**config.mk**
```make
export PLATFORM = sky130hd
export DESIGN_NAME = hazard_scoreboard
export DESIGN_NICKNAME = d
export VERILOG_FILES = /design/src/rtl/hazard_scoreboard_pkg.sv /design/src/rtl/hazard_scoreboard_sb_entry.sv /design/src/rtl/hazard_scoreboard.sv
export SDC_FILE = /design/constraint.sdc
export NUM_CORES = 1
export LEC_CHECK = 0
export CAP_MARGIN = 10
export CORE_MARGIN = 5
export CORE_UTILIZATION = 57
export DETAILED_ROUTE_END_ITERATION = 8
export GPL_TIMING_DRIVEN = 0
export HOLD_SLACK_MARGIN = 0.02
export PLACE_DENSITY = 0.87
export SETUP_SLACK_MARGIN = 0.05
export SYNTH_ARGS = -nofsm -noshare
export SYNTH_HDL_FRONTEND = slang
export SYNTH_HIERARCHICAL = 1
export SYNTH_SLANG_ARGS = --single-unit
```
**constraint.sdc**
```tcl
create_clock -name clk -period 3.3 [get_ports clk]
set_clock_uncertainty 0.1 [all_clocks]
set_input_delay 0.66 -clock clk [delete_from_list [all_inputs] [get_ports clk]]
set_output_delay 0.66 -clock clk [all_outputs]
set_load 0.005 [all_outputs]
```
**src/rtl/hazard_scoreboard_pkg.sv**
```systemverilog
// Shared pipeline definitions: instruction class encodings, register address width
// and the default MUL/DIV bypass latency.
package hazard_scoreboard_pkg;

  localparam int unsigned REG_ADDR_W         = 5;
  localparam int unsigned MULDIV_LAT_DEFAULT = 4;

  typedef enum logic [1:0] {
    CLASS_ALU    = 2'b00,
    CLASS_LOAD   = 2'b01,
    CLASS_MULDIV = 2'b10,
    CLASS_RSVD   = 2'b11
  } iclass_e;

endpackage

```
**src/rtl/hazard_scoreboard_sb_entry.sv**
```systemverilog
// One scoreboard slot: loadable saturating down-counter of cycles until the
// register's pending result can be bypassed.
module sb_entry #(
  parameter int unsigned CW = 3
) (
  input  logic          clk,
  input  logic          reset,
  input  logic          load,
  input  logic [CW-1:0] load_val,
  output logic          nonzero
);

  logic [CW-1:0] count;

  // A load only happens when the slot is already zero, so it simply wins.
  always_ff @(posedge clk) begin
    if (reset) begin
      count <= '0;
    end else if (load) begin
      count <= load_val;
    end else if (count != '0) begin
      count <= count - CW'(1);
    end
  end

  assign nonzero = (count != '0);

endmodule

```
**src/rtl/hazard_scoreboard.sv**
```systemverilog
// ID-stage hazard scoreboard: stalls on RAW/WAW against in-flight writes and on
// the single MUL/DIV unit, tracking each result until it reaches a bypass point.
module hazard_scoreboard
  import hazard_scoreboard_pkg::*;
#(
  parameter int unsigned NUM_REGS   = 32,
  parameter int unsigned MULDIV_LAT = MULDIV_LAT_DEFAULT
) (
  input  logic                  clk,
  input  logic                  reset,
  input  logic                  ID_Valid,
  input  logic                  ID_Flush,
  input  logic [REG_ADDR_W-1:0] ID_Reg_Rs,
  input  logic [REG_ADDR_W-1:0] ID_Reg_Rt,
  input  logic [REG_ADDR_W-1:0] ID_Reg_Rd,
  input  logic                  ID_Uses_Rs,
  input  logic                  ID_Uses_Rt,
  input  logic                  ID_RegWrite,
  input  logic [1:0]            ID_Class,
  output logic                  Stall,
  output logic                  MulDiv_Busy
);

  localparam int unsigned CW = $clog2(MULDIV_LAT + 1);

  logic [NUM_REGS-1:0] wait_nz;
  logic [CW-1:0]       md_cnt;
  logic [CW-1:0]       md_nxt;
  logic [CW-1:0]       alloc_val;
  logic                is_muldiv;
  logic                raw_haz;
  logic                waw_haz;
  logic                struct_haz;
  logic                issue;
  logic                alloc;

  assign wait_nz[0] = 1'b0;
  assign is_muldiv  = (ID_Class == CLASS_MULDIV);

  assign raw_haz = (ID_Uses_Rs && (ID_Reg_Rs != '0) && wait_nz[ID_Reg_Rs]) ||
                   (ID_Uses_Rt && (ID_Reg_Rt != '0) && wait_nz[ID_Reg_Rt]);
  assign waw_haz    = ID_RegWrite && (ID_Reg_Rd != '0) && wait_nz[ID_Reg_Rd];
  // md_cnt==1 still allows a pipelined hand-off to the next MUL/DIV.
  assign struct_haz = is_muldiv && (md_cnt > CW'(1));

  assign Stall = ID_Valid && !ID_Flush && (raw_haz || waw_haz || struct_haz);
  assign issue = ID_Valid && !ID_Flush && !Stall;
  assign alloc = issue && ID_RegWrite && (ID_Reg_Rd != '0);

  always_comb begin
    alloc_val = '0;
    case (ID_Class)
      CLASS_LOAD:   alloc_val = CW'(1);
      CLASS_MULDIV: alloc_val = CW'(MULDIV_LAT - 1);
      default:      alloc_val = '0;
    endcase
  end

  for (genvar i = 1; i < NUM_REGS; i++) begin : g_entry
    sb_entry #(.CW(CW)) u_entry (
      .clk      (clk),
      .reset    (reset),
      .load     (alloc && (ID_Reg_Rd == REG_ADDR_W'(i))),
      .load_val (alloc_val),
      .nonzero  (wait_nz[i])
    );
  end

  always_comb begin
    md_nxt = md_cnt;
    if (issue && is_muldiv) begin
      md_nxt = CW'(MULDIV_LAT - 1);
    end else if (md_cnt != '0) begin
      md_nxt = md_cnt - CW'(1);
    end
  end

  always_ff @(posedge clk) begin
    if (reset) begin
      md_cnt      <= '0;
      MulDiv_Busy <= 1'b0;
    end else begin
      md_cnt      <= md_nxt;
      MulDiv_Busy <= (md_nxt != '0);
    end
  end

endmodule
```
==> flow_metrics.env, run 1 <==
export IMPL_outcome="finished, violations left"
export IMPL_violations="setup timing"
export IMPL_nFillCells=493
export IMPL_worst_path_buf_inv=7
export IMPL_max_stage_delay_ns=0.64
export IMPL_ctsHoldBuffers=0
export IMPL_yosys_register_bits=97
export IMPL_clkTransAtPathRegs_ns=0.08
export IMPL_initial_core_util_pct=58.1
export IMPL_grt_max_degree=51
export IMPL_cts_root_buffer="clkbuf_16"
export IMPL_die_w_um=129
export IMPL_cp_start_kind="register"
export IMPL_syn_to_final_growth_pct=52.7
export IMPL_io_buffers=18
export IMPL_nets=1167
export IMPL_ys_async_sr_fraction_pct=0
export IMPL_cp_arrival_ns=4.41
export IMPL_rsz0062_at_grt="yes"
export IMPL_multi_input_comb_area_sq_um=7420
export IMPL_yosysSeqAreaShare_pct=24.1
export IMPL_crit_slowest_cell="o311ai_2"
export IMPL_max_cap_violations=0
export IMPL_final_common_cell="nor2b_1"
export IMPL_maxSlewHeadroom_pct=40.2
export IMPL_worst_slack_ns=-0.983
export IMPL_clockBufferDepth=2
export IMPL_drive_gt1_share_pct=52.9
export IMPL_die_h_um=129
export IMPL_wl_met2_um=17700
export IMPL_place_gp_congestion=0.853
export IMPL_syn_cell_area_sq_um=8070
export IMPL_drc_errors=0
export IMPL_syn_area_per_cell_sq_um=9.47
export IMPL_hold_class="reg2reg"
export IMPL_leakage_nw=4.52
export IMPL_layout_min_cycle_time_ns=4.28
export IMPL_cts_sinks=97
export IMPL_synth_cells=852
export IMPL_wl_met3_um=5860
export IMPL_register_area_sq_um=1990
export IMPL_viasPerCell=7.50
export IMPL_antenna_found_initial=1
export IMPL_dieArea_sq_um=16600
export IMPL_wl_um=42100
export IMPL_synth_edff_count=0
export IMPL_cts_buffers=9
export IMPL_final_period_utilization_pct=130
export IMPL_worst_endpoint_required_ns=3.42
export IMPL_yosysWarnings=6
export IMPL_final_cell_mix="nor2b_1, buf_4, dfxtp_1"
export IMPL_worstSetupPathType="reg2reg"
export IMPL_htreeDepth=3
export IMPL_track_usage_pct=30.1
export IMPL_top_layer="met5"
export IMPL_tightest_slew_ns=0.897
export IMPL_setup_tns_ns=-54.18
export IMPL_path_max_fanout=7
export IMPL_cp_end_kind="register"
export IMPL_ant_nets=0
export IMPL_wirelength_met1_um=13100
export IMPL_grt_overflow_total=0
export IMPL_cpMostUsedCell="inv_1"
export IMPL_hold_violations=0
export IMPL_p_per_area_nw_per_um2=1010
export IMPL_rows=43
export IMPL_routedWlPerCell_um=33.3
export IMPL_ir_worst_vdd_mv=0.846
export IMPL_grt_pass1_wl_um=39500
export IMPL_place_area_sq_um=8650
export IMPL_crit_chain="inv_1 -> ha_1 -> nand2b_2 -> mux2i_1 -> a21oi_1 -> o311ai_2 -> o21ai_4 -> buf_12 -> buf_8 -> clkbuf_16 -> nor4_4 -> buf_6 -> buf_4 -> inv_1 -> a311oi_2"
export IMPL_core_area_sq_um=13900
export IMPL_synth_main_ff_cell="dfxtp_1"
export IMPL_min_delay_start="g_entry[22].u_entry/count[0]$_SDFFE_PP0P_"
export IMPL_vias=9468
export IMPL_final_cell_area_sq_um=12300
export IMPL_power_mw=12.4
export IMPL_r2r_start="g_entry[1].u_entry/count[0]$_SDFFE_PP0P_"
export IMPL_crit_family="compound AO/OA/AOI/OAI gates"
export IMPL_crit_path_start="g_entry[1].u_entry/count[0]$_SDFFE_PP0P_"
export IMPL_synth_cell_types=50
export IMPL_grt_pass1_vias=7788
export IMPL_fmax_ghz=0.233
export IMPL_io_pins=26
export IMPL_dp_hpwl_um=12600
export IMPL_cts_tree="yes"
export IMPL_drtIter0Drc=1661
export IMPL_insertion_delay_ns=0.38
export IMPL_drv_slew=0
export IMPL_dr_pass1_iters=6
export IMPL_setup_viol=95
[synthesized netlist by cell type (2+ instances only)]
master     number  share of area [%]
mux2i_1         4               0.50
buf_6           4               0.56
o311ai_0        2               0.22
buf_1           3               0.14
nor4_2         24                3.7
nor3_1          2               0.12
mux4_2         17                4.7
mux2_2          4               0.56
or2b_1         31                2.9
or3b_1         31                3.4
ha_1           66                 10
nor4_1          7               0.54
a22o_1          2               0.22
nor2b_1       162                 13
nand2b_1       32                2.5
nand3b_1        2               0.19
a21oi_1         4               0.25
o21ai_0         2               0.12
nor4b_1        62                6.7
clkbuf_1        4               0.19
o211ai_1        2               0.19
mux4_1          4                1.3
o2111ai_1       2               0.22
nor2_1          8               0.37
nand2_1        39                1.8
buf_2           9               0.56
nand4_1         2               0.16
a311oi_2       31                5.8
inv_1         103                4.8
nand3_1         9               0.56
a2111oi_1      62                7.7
and2_1          2               0.16
dfxtp_1        97                 24
[worst paths after layout]
kind	slack (ns)	depth (start not counted)	end
hold reg to reg	0.55	2	g_entry[22].u_entry/count[0]$_SDFFE_PP0P_
setup / recovery	-0.98	15	g_entry[20].u_entry/count[2]$_SDFFE_PP0P_
hold / removal	0.55	2	g_entry[22].u_entry/count[0]$_SDFFE_PP0P_
setup reg to reg	-0.98	15	g_entry[20].u_entry/count[2]$_SDFFE_PP0P_
[power by group]
group / internal (mW) / leakage [nW] / switching, mW
registers: 1.75 / 0.814 / 0.708
clock network: 0.612 / 0.143 / 0.550
logic: 4.31 / 3.56 / 4.46
[per-stage QoR]
step | instances | hold WS, ns | utilization (%) | setup WS (ns)
global route | 1262 | 0.561 | 88.7 | -0.761
CTS | 1155 | 0.483 | 74.6 | -0.133
detailed placement | 1081 | 0.467 | 62.3 | -0.878
finish | 1263 | 0.551 | 88.8 | -0.983
global placement | 1080 | 0.456 | 62.1 | -2.36
floorplan | 882 | 0.419 | - | -0.0304
[repair_timing]
action                                  in CTS  in global routing
cloned                                       2                  2
endpoints found under the setup margin      94                 94
buffers inserted                            57                104
pin swaps                                   65                107
gates resized for setup                    180                287
[worst register-to-register path: cells and delay by family, from the launching register on]
family,cells,cell delay [ns]
AO/OA/AOI/OAI,4,1.59
buffers and inverters,7,1.04
AND/OR/NAND/NOR,2,0.48
flip-flops,1,0.34
multiplexers,1,0.34
adder cells (fa/ha/maj),1,0.23
[logic make-up (layout without fill, tap and decap cells)]
| family | Yosys count | count (layout) | synth area share, % |
|---|---|---|---|
| adders and majority gates | 66 | 66 | 10.2 |
| DFF | 97 | 97 | 24.1 |
| xor gates and xnor gates | 1 | 1 | 0.109 |
| AOI/OAI and AO/OA | 118 | 118 | 16.2 |
| muxes | 29 | 29 | 7.10 |
| and+or+nand+nor | 417 | 417 | 36.0 |
| buffers and inverters | 123 | 323 | 6.23 |
| other | 1 | 32 | 0.0465 |
[metal layers]
layer  vias up  track usage [%]
li1       3569                -
met5         -                0
met3       488             6.81
met2      1017             51.8
met1      4392             33.1
met4         2             20.1
[state kept, by name, indices dropped and copies added, names as in the netlist]
register / cells
MulDiv_Busy: 1
g_entry.u_entry/count: 93
md_cnt: 3
[final cells by class]
type                       instances  share of cell area, %
antenna                            1                 0.0203
buffer                            19                   1.54
clock buffer                      12                   2.00
clock inverter                     4                  0.416
inverter                         103                   3.24
multi-input combinational        662                   60.2
sequential                        97                   16.1
tap                              180                   1.83
timing repair buffer             185                   14.6
Note: power is estimated with default switching activity, not from simulation.
==> run 2, diff against run 1 <==
- HOLD_SLACK_MARGIN: 0.02 -> unset
==> results of run 2 <==
Same layout as run 1: the final DEF is identical, and so are final timing and power.
==> run 3, diff against run 2 <==
- PLACE_DENSITY: 0.87 -> 0.8
==> flow_metrics.env, run 3 (synthesis gave the netlist of run 1 again) <==
export IMPL_p_comb_share_pct=65.5
export IMPL_vias=7739
export IMPL_worst_endpoint_required_ns=3.45
export IMPL_min_path_cells=2
export IMPL_rsz0062_at_grt="yes"
export IMPL_violations="setup timing"
export IMPL_cp_arrival_ns=3.82
export IMPL_p_seq_share_pct=22.9
export IMPL_clockBufferDepth=2
export IMPL_r2r_cells=15
export IMPL_routedWlPerCell_um=21.3
export IMPL_max_cap_violations=0
export IMPL_ant_nets=0
export IMPL_finalNonFillerCells=1193
export IMPL_antenna_found_initial=0
export IMPL_dp_hpwl_um=12300
export IMPL_initial_core_util_pct=58.1
export IMPL_reg_top3="g_entry.u_entry/count: 93 flops, md_cnt: 3 flops, MulDiv_Busy: 1 flops"
export IMPL_rows=43
export IMPL_largest_reg_flops=93
export IMPL_wl_um=25400
export IMPL_cts_tree="yes"
export IMPL_drive_gt1_share_pct=38.6
export IMPL_dp_slack_ns=-0.870
export IMPL_die_h_um=129
export IMPL_clkTransAtPathRegs_ns=0.08
export IMPL_layout_min_cycle_time_ns=3.68
export IMPL_setup_viol=70
export IMPL_drv_slew=0
export IMPL_power_switching_mw=4.05
export IMPL_grt_pass1_vias=7246
export IMPL_viasPerCell=6.49
export IMPL_htreeDepth=3
export IMPL_power_internal_mw=5.59
export IMPL_dp_cells=1082
export IMPL_hold_class="reg2reg"
export IMPL_nets=1098
export IMPL_multi_input_comb_area_sq_um=6910
export IMPL_final_cell_mix="nor2b_1, buf_4, dfxtp_1"
export IMPL_worstSetupPathType="reg2reg"
export IMPL_cp_end_kind="register"
export IMPL_cts_root_buffer="clkbuf_16"
export IMPL_core_area_sq_um=13900
export IMPL_io_pins=26
export IMPL_pwr_share_clk_pct=11.6
export IMPL_syn_to_final_growth_pct=35.7
export IMPL_drtIter0Drc=930
export IMPL_final_period_utilization_pct=111
export IMPL_dr_pass1_iters=8
export IMPL_grt_max_degree=56
export IMPL_path_max_fanout=10
export IMPL_switching_share_pct=42.0
export IMPL_track_usage_pct=26.0
export IMPL_insertion_delay_ns=0.37
export IMPL_ir_worst_vdd_mv=0.557
export IMPL_dieArea_sq_um=16600
export IMPL_drc_errors=0
export IMPL_io_buffers=18
export IMPL_cts_buffers=9
export IMPL_worst_slack_ns=-0.376
export IMPL_p_per_area_nw_per_um2=881
export IMPL_tightest_slew_ns=0.758
export IMPL_nFillCells=737
export IMPL_post_route_util_pct=78.9
export IMPL_register_area_sq_um=1960
export IMPL_maxSlewHeadroom_pct=49.1
export IMPL_outcome="finished, violations left"
export IMPL_top_register="g_entry.u_entry/count"
export IMPL_hold_slack_ns=0.501
export IMPL_place_gp_congestion=0.830
export IMPL_diodes=0
export IMPL_final_common_cell="nor2b_1"
export IMPL_leakage_nw=3.93
export IMPL_ctsHoldBuffers=0
export IMPL_cp_start_kind="register"
export IMPL_fmax_ghz=0.272
export IMPL_grt_overflow_total=0
export IMPL_hold_violations=0
export IMPL_cts_sinks=97
export IMPL_grt_pass1_wl_um=35000
export IMPL_setup_tns_ns=-7.69
export IMPL_die_w_um=129
-- run 3: repair_timing --
| action | CTS | global route |
|---|---|---|
| buffers inserted | 75 | 21 |
| setup endpoints to repair | 94 | 94 |
| pin swaps | 51 | 41 |
| resized for setup | 161 | 109 |
-- run 3: final cells by class --
cell class	instances	share of cell area (%)
Timing Repair Buffer	116	9.25
Inverter	103	3.53
Multi-Input combinational cell	662	63.1
Tap cell	180	2.06
Sequential cell	97	17.9
Clock inverter	4	0.469
Buffer	19	1.38
Clock buffer	12	2.34
-- run 3: power groups by stage --
stage          Sequential (mW)  Combinational [mW]  Clock, mW
2_1_floorplan             2.01                3.34          0
3_3_place_gp              2.10                3.98          0
3_5_place_dp              2.10                4.10          0
4_1_cts                   2.13                5.22       1.12
5_1_grt                   2.28                6.74       1.18
6_report                  2.21                6.31       1.12
-- run 3: path summary, 6_finish.rpt --
path                                             start                                   endpoint  slack, ns
max          g_entry[11].u_entry/count[0]$_SDFFE_PP0P_  g_entry[22].u_entry/count[1]$_SDFFE_PP0P_      -0.38
min          g_entry[28].u_entry/count[0]$_SDFFE_PP0P_  g_entry[28].u_entry/count[0]$_SDFFE_PP0P_       0.50
max reg2reg  g_entry[11].u_entry/count[0]$_SDFFE_PP0P_  g_entry[22].u_entry/count[1]$_SDFFE_PP0P_      -0.38
min reg2reg  g_entry[28].u_entry/count[0]$_SDFFE_PP0P_  g_entry[28].u_entry/count[0]$_SDFFE_PP0P_       0.50
-- run 3: per-stage QoR --
stage,instance area [sq um],power (mW)
final,10900,9.64
after global routing,10900,10.2
after CTS,10400,8.46
after detailed placement,8680,6.20
after global placement,8630,6.08
after floorplan,8220,5.34
-- run 3: per-layer routing --
metal | GRT usage, % | share of wire, % | up-vias
li1 | - | - | 3435
met1 | 29.8 | 36 | 3685
met2 | 45.6 | 49 | 442
met3 | 5.40 | 7.3 | 177
met4 | 13.7 | 7.2 | 0
met5 | 0 | 0 | -
-- run 3: critical path, cell delays in order (launching register included) --
cell,delay (ns)
dfxtp_1,0.35
inv_2,0.09
ha_4,0.16
nand2b_4,0.07
buf_4,0.15
mux4_2,0.48
nor3b_1,0.29
a21oi_1,0.09
o21ai_1,0.18
o21ai_4,0.11
buf_12,0.17
buf_2,0.29
nor4_4,0.33
buf_4,0.22
nor2b_1,0.07
a2111oi_2,0.41
